==> src/rtl/gpu_console_driver_if.sv <==
// gpu_console_driver_if
//   Register bus between the console driver (initiator) and the GPU
//   register block (target). The bus has a single-cycle write strobe and a
//   read strobe whose data returns one cycle later.
//   Signals:
//     bus_addr      [3:0]  register offset
//     bus_data_out  [7:0]  write data, initiator -> GPU
//     bus_data_in   [7:0]  read data, GPU -> initiator
//     bus_we               one-cycle write strobe
//     bus_re               one-cycle read strobe
//   Modports: master (console driver), slave (GPU register block / model).
interface gpu_console_driver_if;
  logic [3:0] bus_addr;
  logic [7:0] bus_data_out;
  logic [7:0] bus_data_in;
  logic       bus_we;
  logic       bus_re;

  modport master (
    output bus_addr, bus_data_out, bus_we, bus_re,
    input  bus_data_in
  );

  modport slave (
    input  bus_addr, bus_data_out, bus_we, bus_re,
    output bus_data_in
  );
endinterface

==> src/rtl/gpu_console_driver.sv <==
// gpu_console_driver
//   Converts a valid/ready stream of ASCII bytes into GPU register writes
//   (cursor row/col, character, control/clear) and tracks the cursor,
//   handling CR, LF, BS, FF, line wrap and page wrap (no scrolling).
//   Ports:
//     clk, rst_n          clock, asynchronous active-low reset
//     ch_data/ch_valid    input byte stream; ch_ready is high only in IDLE
//     mode_80col          column limit (0 = 40, 1 = 80), latched per byte
//     bus                 GPU register bus (master modport)
//     cur_row, cur_col    tracked cursor position
//     busy                inverse of ch_ready
//   Build option: define GPU_CONSOLE_STATUS_POLL_EN to poll STATUS bit0
//   before every byte that produces bus traffic. Without it no reads are
//   issued and bus_re is tied low.
module gpu_console_driver #(
  parameter int ROWS      = 30,
  parameter int CURSOR_EN = 1
) (
  input  logic                        clk,
  input  logic                        rst_n,
  input  logic [7:0]                  ch_data,
  input  logic                        ch_valid,
  output logic                        ch_ready,
  input  logic                        mode_80col,
  gpu_console_driver_if.master        bus,
  output logic [4:0]                  cur_row,
  output logic [6:0]                  cur_col,
  output logic                        busy
);

  typedef enum logic [2:0] {
    IDLE, POLL_RD, POLL_CHK, WR_ROW, WR_COL, WR_CHAR, WR_CTRL, UPDATE
  } state_t;

  typedef enum logic [1:0] {K_NONE, K_CHAR, K_CTRL} kind_t;

  localparam logic CURSOR_BIT = (CURSOR_EN != 0);

  state_t     state_reg, state_next;
  logic [4:0] row_reg, wrow_reg, frow_reg;
  logic [6:0] col_reg, wcol_reg, fcol_reg;
  logic [7:0] wchar_reg;
  logic       mode_reg;
  logic       ch_ready_reg, busy_reg;
  logic       we_reg, we_next;
  logic [3:0] addr_reg, addr_next;
  logic [7:0] data_reg, data_next;

  function automatic logic [4:0] adv_row(input logic [4:0] r);
    return (r == 5'(ROWS - 1)) ? 5'd0 : r + 5'd1;
  endfunction

  // Plan for the byte currently offered: which writes it needs, their
  // values, and the cursor to commit in UPDATE.
  kind_t      p_kind;
  logic [6:0] lim, pre_col, step_col, p_wcol, p_fcol;
  logic [4:0] pre_row, p_wrow, p_frow;
  logic [7:0] p_wchar;

  always_comb begin
    lim      = mode_80col ? 7'd80 : 7'd40;
    p_kind   = K_NONE;
    pre_row  = row_reg;
    pre_col  = col_reg;
    step_col = 7'd0;
    p_wrow   = row_reg;
    p_wcol   = col_reg;
    p_wchar  = ch_data;
    p_frow   = row_reg;
    p_fcol   = col_reg;
    if (ch_data >= 8'h20 && ch_data <= 8'h7E) begin
      // Column beyond the limit happens when the mode shrank from 80 to 40.
      if (col_reg >= lim) begin
        pre_row = adv_row(row_reg);
        pre_col = 7'd0;
      end
      p_kind   = K_CHAR;
      p_wrow   = pre_row;
      p_wcol   = pre_col;
      step_col = pre_col + 7'd1;
      if (step_col == lim) begin
        p_frow = adv_row(pre_row);
        p_fcol = 7'd0;
      end else begin
        p_frow = pre_row;
        p_fcol = step_col;
      end
    end else begin
      case (ch_data)
        8'h0D: p_fcol = 7'd0;
        8'h0A: p_frow = adv_row(row_reg);
        8'h08: begin
          if (col_reg != 7'd0) begin
            p_kind  = K_CHAR;
            p_wcol  = col_reg - 7'd1;
            p_wchar = 8'h20;
            p_fcol  = col_reg - 7'd1;
          end
        end
        8'h0C: begin
          p_kind = K_CTRL;
          p_frow = 5'd0;
          p_fcol = 7'd0;
        end
        default: ;
      endcase
    end
  end

  // In IDLE the plan is still combinational; afterwards the latched copy is used.
  logic       in_idle;
  logic [4:0] s_wrow, s_frow;
  logic [6:0] s_wcol, s_fcol;
  logic [7:0] s_wchar;
  logic       s_mode;

  assign in_idle = (state_reg == IDLE);
  assign s_wrow  = in_idle ? p_wrow     : wrow_reg;
  assign s_wcol  = in_idle ? p_wcol     : wcol_reg;
  assign s_wchar = in_idle ? p_wchar    : wchar_reg;
  assign s_frow  = in_idle ? p_frow     : frow_reg;
  assign s_fcol  = in_idle ? p_fcol     : fcol_reg;
  assign s_mode  = in_idle ? mode_80col : mode_reg;

`ifdef GPU_CONSOLE_STATUS_POLL_EN
  kind_t kind_reg;
  logic  re_reg, re_next;
`endif

  always_comb begin
    state_next = state_reg;
    case (state_reg)
      IDLE: begin
        if (ch_valid) begin
          case (p_kind)
`ifdef GPU_CONSOLE_STATUS_POLL_EN
            K_CHAR:  state_next = POLL_RD;
            K_CTRL:  state_next = POLL_RD;
`else
            K_CHAR:  state_next = WR_ROW;
            K_CTRL:  state_next = WR_CTRL;
`endif
            default: state_next = UPDATE;
          endcase
        end
      end
`ifdef GPU_CONSOLE_STATUS_POLL_EN
      POLL_RD:  state_next = POLL_CHK;
      // Read data arrives the cycle after the strobe (registered GPU read).
      POLL_CHK: begin
        if (!bus.bus_data_in[0])       state_next = POLL_RD;
        else if (kind_reg == K_CTRL)   state_next = WR_CTRL;
        else                           state_next = WR_ROW;
      end
`endif
      WR_ROW:  state_next = WR_COL;
      WR_COL:  state_next = WR_CHAR;
      WR_CHAR: state_next = UPDATE;
      WR_CTRL: state_next = UPDATE;
      UPDATE:  state_next = IDLE;
      default: state_next = IDLE;
    endcase
  end

  // Bus outputs are decoded from the next state so they register in the
  // same cycle the state is entered.
  always_comb begin
    we_next   = 1'b0;
    addr_next = 4'd0;
    data_next = 8'd0;
`ifdef GPU_CONSOLE_STATUS_POLL_EN
    re_next   = 1'b0;
`endif
    case (state_next)
`ifdef GPU_CONSOLE_STATUS_POLL_EN
      POLL_RD: begin re_next = 1'b1; addr_next = 4'd6; end
`endif
      WR_ROW:  begin we_next = 1'b1; addr_next = 4'd1; data_next = {3'b0, s_wrow}; end
      WR_COL:  begin we_next = 1'b1; addr_next = 4'd2; data_next = {1'b0, s_wcol}; end
      WR_CHAR: begin we_next = 1'b1; addr_next = 4'd0; data_next = s_wchar; end
      WR_CTRL: begin we_next = 1'b1; addr_next = 4'd3; data_next = {5'b0, CURSOR_BIT, s_mode, 1'b1}; end
      default: ;
    endcase
  end

  always_ff @(posedge clk or negedge rst_n) begin
    if (!rst_n) begin
      state_reg    <= IDLE;
      row_reg      <= 5'd0;
      col_reg      <= 7'd0;
      wrow_reg     <= 5'd0;
      wcol_reg     <= 7'd0;
      wchar_reg    <= 8'd0;
      frow_reg     <= 5'd0;
      fcol_reg     <= 7'd0;
      mode_reg     <= 1'b0;
      ch_ready_reg <= 1'b1;
      busy_reg     <= 1'b0;
      we_reg       <= 1'b0;
      addr_reg     <= 4'd0;
      data_reg     <= 8'd0;
`ifdef GPU_CONSOLE_STATUS_POLL_EN
      kind_reg     <= K_NONE;
      re_reg       <= 1'b0;
`endif
    end else begin
      state_reg    <= state_next;
      ch_ready_reg <= (state_next == IDLE);
      busy_reg     <= (state_next != IDLE);
      we_reg       <= we_next;
      addr_reg     <= addr_next;
      data_reg     <= data_next;
`ifdef GPU_CONSOLE_STATUS_POLL_EN
      re_reg       <= re_next;
`endif
      if (in_idle && ch_valid) begin
        wrow_reg  <= p_wrow;
        wcol_reg  <= p_wcol;
        wchar_reg <= p_wchar;
        frow_reg  <= p_frow;
        fcol_reg  <= p_fcol;
        mode_reg  <= mode_80col;
`ifdef GPU_CONSOLE_STATUS_POLL_EN
        kind_reg  <= p_kind;
`endif
      end
      if (state_next == UPDATE) begin
        row_reg <= s_frow;
        col_reg <= s_fcol;
      end
    end
  end

  assign ch_ready         = ch_ready_reg;
  assign busy             = busy_reg;
  assign cur_row          = row_reg;
  assign cur_col          = col_reg;
  assign bus.bus_we       = we_reg;
  assign bus.bus_addr     = addr_reg;
  assign bus.bus_data_out = data_reg;
`ifdef GPU_CONSOLE_STATUS_POLL_EN
  assign bus.bus_re       = re_reg;
`else
  assign bus.bus_re       = 1'b0;
`endif

endmodule

==> src/flat_wrapper.sv <==
// flat-port wrapper written by rule: the top's interface ports become plain ports
module gpu_console_driver_flat 
#(
  parameter int ROWS      = 30,
  parameter int CURSOR_EN = 1
)
  (clk, rst_n, ch_data, ch_valid, ch_ready, mode_80col, cur_row, cur_col, busy, bus_bus_addr, bus_bus_data_out, bus_bus_we, bus_bus_re, bus_bus_data_in);
  gpu_console_driver_if bus_i ();
  input  logic clk;
  input  logic rst_n;
  input  logic [7:0] ch_data;
  input  logic ch_valid;
  output logic ch_ready;
  input  logic mode_80col;
  output logic [4:0] cur_row;
  output logic [6:0] cur_col;
  output logic busy;
  output wire logic [$bits(bus_i.bus_addr)-1:0] bus_bus_addr;
  output wire logic [$bits(bus_i.bus_data_out)-1:0] bus_bus_data_out;
  output wire logic [$bits(bus_i.bus_we)-1:0] bus_bus_we;
  output wire logic [$bits(bus_i.bus_re)-1:0] bus_bus_re;
  input wire logic [$bits(bus_i.bus_data_in)-1:0] bus_bus_data_in;
  assign bus_bus_addr = bus_i.bus_addr;
  assign bus_bus_data_out = bus_i.bus_data_out;
  assign bus_bus_we = bus_i.bus_we;
  assign bus_bus_re = bus_i.bus_re;
  assign bus_i.bus_data_in = bus_bus_data_in;
  gpu_console_driver #(.ROWS(ROWS), .CURSOR_EN(CURSOR_EN)) u_core (.clk(clk), .rst_n(rst_n), .ch_data(ch_data), .ch_valid(ch_valid), .ch_ready(ch_ready), .mode_80col(mode_80col), .bus(bus_i), .cur_row(cur_row), .cur_col(cur_col), .busy(busy));
endmodule
==> config.mk <==
export PLATFORM = sky130hd
export DESIGN_NAME = gpu_console_driver_flat
export DESIGN_NICKNAME = d
export VERILOG_FILES = /design/src/rtl/gpu_console_driver_if.sv /design/src/rtl/gpu_console_driver.sv /design/src/flat_wrapper.sv
export SDC_FILE = /design/constraint.sdc
export NUM_CORES = 1
export LEC_CHECK = 0
export CAP_MARGIN = 20
export CORE_MARGIN = 2
export CORE_UTILIZATION = 40
export CTS_CLUSTER_DIAMETER = 200
export CTS_CLUSTER_SIZE = 12
export DETAILED_ROUTE_END_ITERATION = 10
export SYNTH_ARGS = -nofsm -noshare
export SYNTH_HDL_FRONTEND = slang
export SYNTH_SLANG_ARGS = --single-unit
==> constraint.sdc <==
create_clock -name clk -period 7.6 [get_ports clk]
set_input_delay 0.76 -clock clk [delete_from_list [all_inputs] [get_ports clk]]
set_output_delay 0.76 -clock clk [all_outputs]
set_load 0.02 [all_outputs]
==> results.cfg <==
[status]
status = completed

[power_and_ir_drop]
power.share.clock_pct = 16.6
power_frac_comb_pct = 49.2
power_switching_uw = 823
pwr-share-seq_pct = 34.1
p_per_area_nw_per_um2 = 388
swShare_pct = 45.7
p_leak_nw = 1.91
ir_worst_vdd_uv = 184
p_int_uw = 977

[logic_synthesis]
synth.distinct_cells = 69
yosysTopAreaCell = dfrtp_1
ys.flop_type = dfrtp_1
yosysSeqAreaShare_pct = 38.0
syn_avg_cell_area_um2 = 8.28
netlist_area_um2 = 4020
synth.most_common_cell = nand2_1
synth_common_cells = 77 x nand2_1, 60 x dfrtp_1, 37 x nor2_1, 33 x o21ai_0, 24 x clkbuf_1
ys_top_cells_by_area = dfrtp_1 37%, nand2_1 7.2%, o21ai_0 4.1%
ys_ff_latch = 61
synth_top_cell_area_share_pct = 37.4
async_flop_share_pct = 100
ys.warnings.count = 0
synth_cells = 485
synth_edf_count = 0

[worst_setup_path]
cp-start-kind = primary input
crit_chain = clkdlybuf4s50_1 > inv_1 > ha_1 > and4b_1 > o311ai_1 > nand2_1 > nor2_1 > ha_1 > xor2_1 > nand4_1 > a211o_1 > and3_4 > or4_1 > a32oi_1 > a31oi_1
crit_path_max_fanout = 9
crit_type = in -> reg
cp_slowest_cell = clkdlybuf4s50_1
timing.rr.start = u_core.cur_col[3]
slowest_delay_ps = 590
cp.required_ps = 7800
timing.rr.end = u_core.frow_reg[4]
reg2reg_slack_ps = 2980
cpMostUsedCell = ha_1
endpoint_kind = register
crit_arrival_ps = 5240
r2r_cells = 14

[route]
drcViolationCount = 0
vias = 3668
avgViaCountPerCell = 5.71
drt_iter0_markers = 277
drtAntennaViolNets = 0
drtPass1Iterations = 5
avgRoutedWirePerCell_um = 17.4
wirelength_um = 11200

[grt]
grt_usage_pct = 21.6
antenna_found_initial = 0
grt_pass1_wl_um = 18800
grt_max_degree = 62
grt_overflow_total = 0
first_global_vias = 3524

[sta]
max_slew_margin_pct = 28.1
fin_crit_ps = 5040
skew_ps = 13.4
drv_slew = 0
fin_crit_sh_pct = 66.3
setup-tns-final_ps = 0
tightest_slew_ps = 1080
fin_hold_ws_ps = 481
setup_viol = 0
rsz0062_at_grt = false
final_hold_viol_count = 0
fmaxAchievable_mhz = 199

[final_layout]
drive_above_1_share_pct = 7.66
syn2layout_area_growth_pct = 15.3
fill_cells = 996
antenna_cells = 0
finalNonFillerCells = 642
nets = 535

[floorplanning]
die_area_um2 = 10900
die_h_um = 104
ios = 48
row_count = 36
start_util_pct = 41.1
fp.dieW_um = 104
core_um2 = 9770

[clock_network]
postCtsSetupRepairBufs = 0
numCtsBuffers = 9
clock_path_buffers = 2
cts_sinks = 61
holdBufCountCts = 0
cts_tree = done
clk_pin_slew_ps = 80
ctsRootBufferMaster = clkbuf_8
cts.repair.resized = 0
ctsHtreeMaxLevel = 3
clkLatencyLatePin_ps = 350

[worst_hold_path]
hold_end = u_core.wchar_reg[7]
hp-start = u_core.wchar_reg[7]
hp-class = reg -> reg
holdPathStages = 2

[placed_design]
hpwl_um = 7740
post-place-cells = 626
port_buffers = 36
place_congestion = 0.873

[flow_run]
cap_violations = 0
layer usage:
metal  vias up  share of wire, %  GRT usage, %
li1       1797                 -             -
met1      1739                48          32.1
met2       117                44          32.0
met3        15               6.1          3.51
met4         0               1.5          7.34
met5         -                 0             0
critical path, delay by kind of cell:
family	cells	cell delay (ps)
adders and majority gates	2	670
AOI/OAI and AO/OA	4	1280
xor gates and xnor gates	1	180
buffers and inverters	2	740
and+or+nand+nor	6	1600
power groups by stage:
stage          logic (mW)  clock network [mW]  registers, mW
2_1_floorplan       0.617                   0          0.592
3_3_place_gp        0.873                   0          0.613
3_5_place_dp        0.882                   0          0.618
4_1_cts             0.887               0.306          0.612
5_1_grt             0.992               0.321          0.640
6_report            0.886               0.300          0.614
worst max-delay path by stage:
stage | from | to | cells past startpoint | slack [ps]
floorplan | u_core.cur_col[3] | u_core.frow_reg[4] | 16 | 3470
global placement | mode_80col | u_core.frow_reg[4] | 15 | 2280
detailed placement | mode_80col | u_core.frow_reg[4] | 15 | 2220
CTS | mode_80col | u_core.frow_reg[4] | 15 | 2570
global route | mode_80col | u_core.frow_reg[2] | 15 | 2190
finish | mode_80col | u_core.frow_reg[4] | 15 | 2560
stage by stage:
stage | util (%) | instance area [um2] | setup slack [ps] | total power, mW
6_report | 47.4 | 4630 | 2560 | 1.80
3_3_place_gp | 45.3 | 4430 | 2280 | 1.49
5_1_grt | 47.4 | 4630 | 2190 | 1.95
2_1_floorplan | - | 4030 | 3470 | 1.21
3_5_place_dp | 45.3 | 4430 | 2220 | 1.50
4_1_cts | 47.4 | 4630 | 2570 | 1.80
layout by cell type, fill, tap and decap left out, types with 4 or more instances in the layout:
master | synthesis | routed
buf_4 | 3 | 6
mux2i_1 | 6 | 6
inv_1 | 15 | 15
nand3_1 | 13 | 13
ha_1 | 11 | 11
nor3b_1 | 5 | 5
a21oi_1 | 21 | 21
and2_1 | 5 | 5
nor2_1 | 37 | 37
o211ai_1 | 8 | 8
a22oi_1 | 7 | 7
or3_1 | 5 | 5
dfrtp_1 | 60 | 60
a22o_1 | 4 | 4
o21ai_0 | 33 | 33
and3_1 | 4 | 4
nor2b_1 | 7 | 7
clkdlybuf4s50_1 | 0 | 35
o31ai_1 | 7 | 7
or2_2 | 4 | 4
o21ai_1 | 4 | 4
nand2b_1 | 9 | 9
nand2_1 | 77 | 77
a21o_1 | 5 | 5
a221oi_1 | 4 | 4
nor3_1 | 19 | 19
a211oi_1 | 9 | 9
a31oi_1 | 8 | 8
clkbuf_8 | 0 | 10
kinds of logic (layout without fill, tap and decap cells):
family / Yosys count / after routing / share of synthesized area, %
multiplexers: 7 / 7 / 1.78
XOR/XNOR: 6 / 6 / 1.31
adder cells (fa/ha/maj): 11 / 11 / 3.43
buffers and inverters: 51 / 73 / 5.57
AND/OR/NAND/NOR: 206 / 206 / 25.8
AO/OA/AOI/OAI: 142 / 142 / 24.0
flip-flops: 61 / 61 / 38.0
other: 1 / 3 / 0.0933
layout make-up:
class                   instances  area [um2]  share of cell area [%]
multi-input cells             375        2280                    49.2
flip-flops and latches         61        1530                    33.0
repair buffers                 42         400                    8.64
well taps                     133         166                    3.59
clock buffers                  11         141                    3.05
clock inverters                 5        60.1                    1.30
inverters                      15        56.3                    1.22
Note: power is estimated with default switching activity, not from simulation.
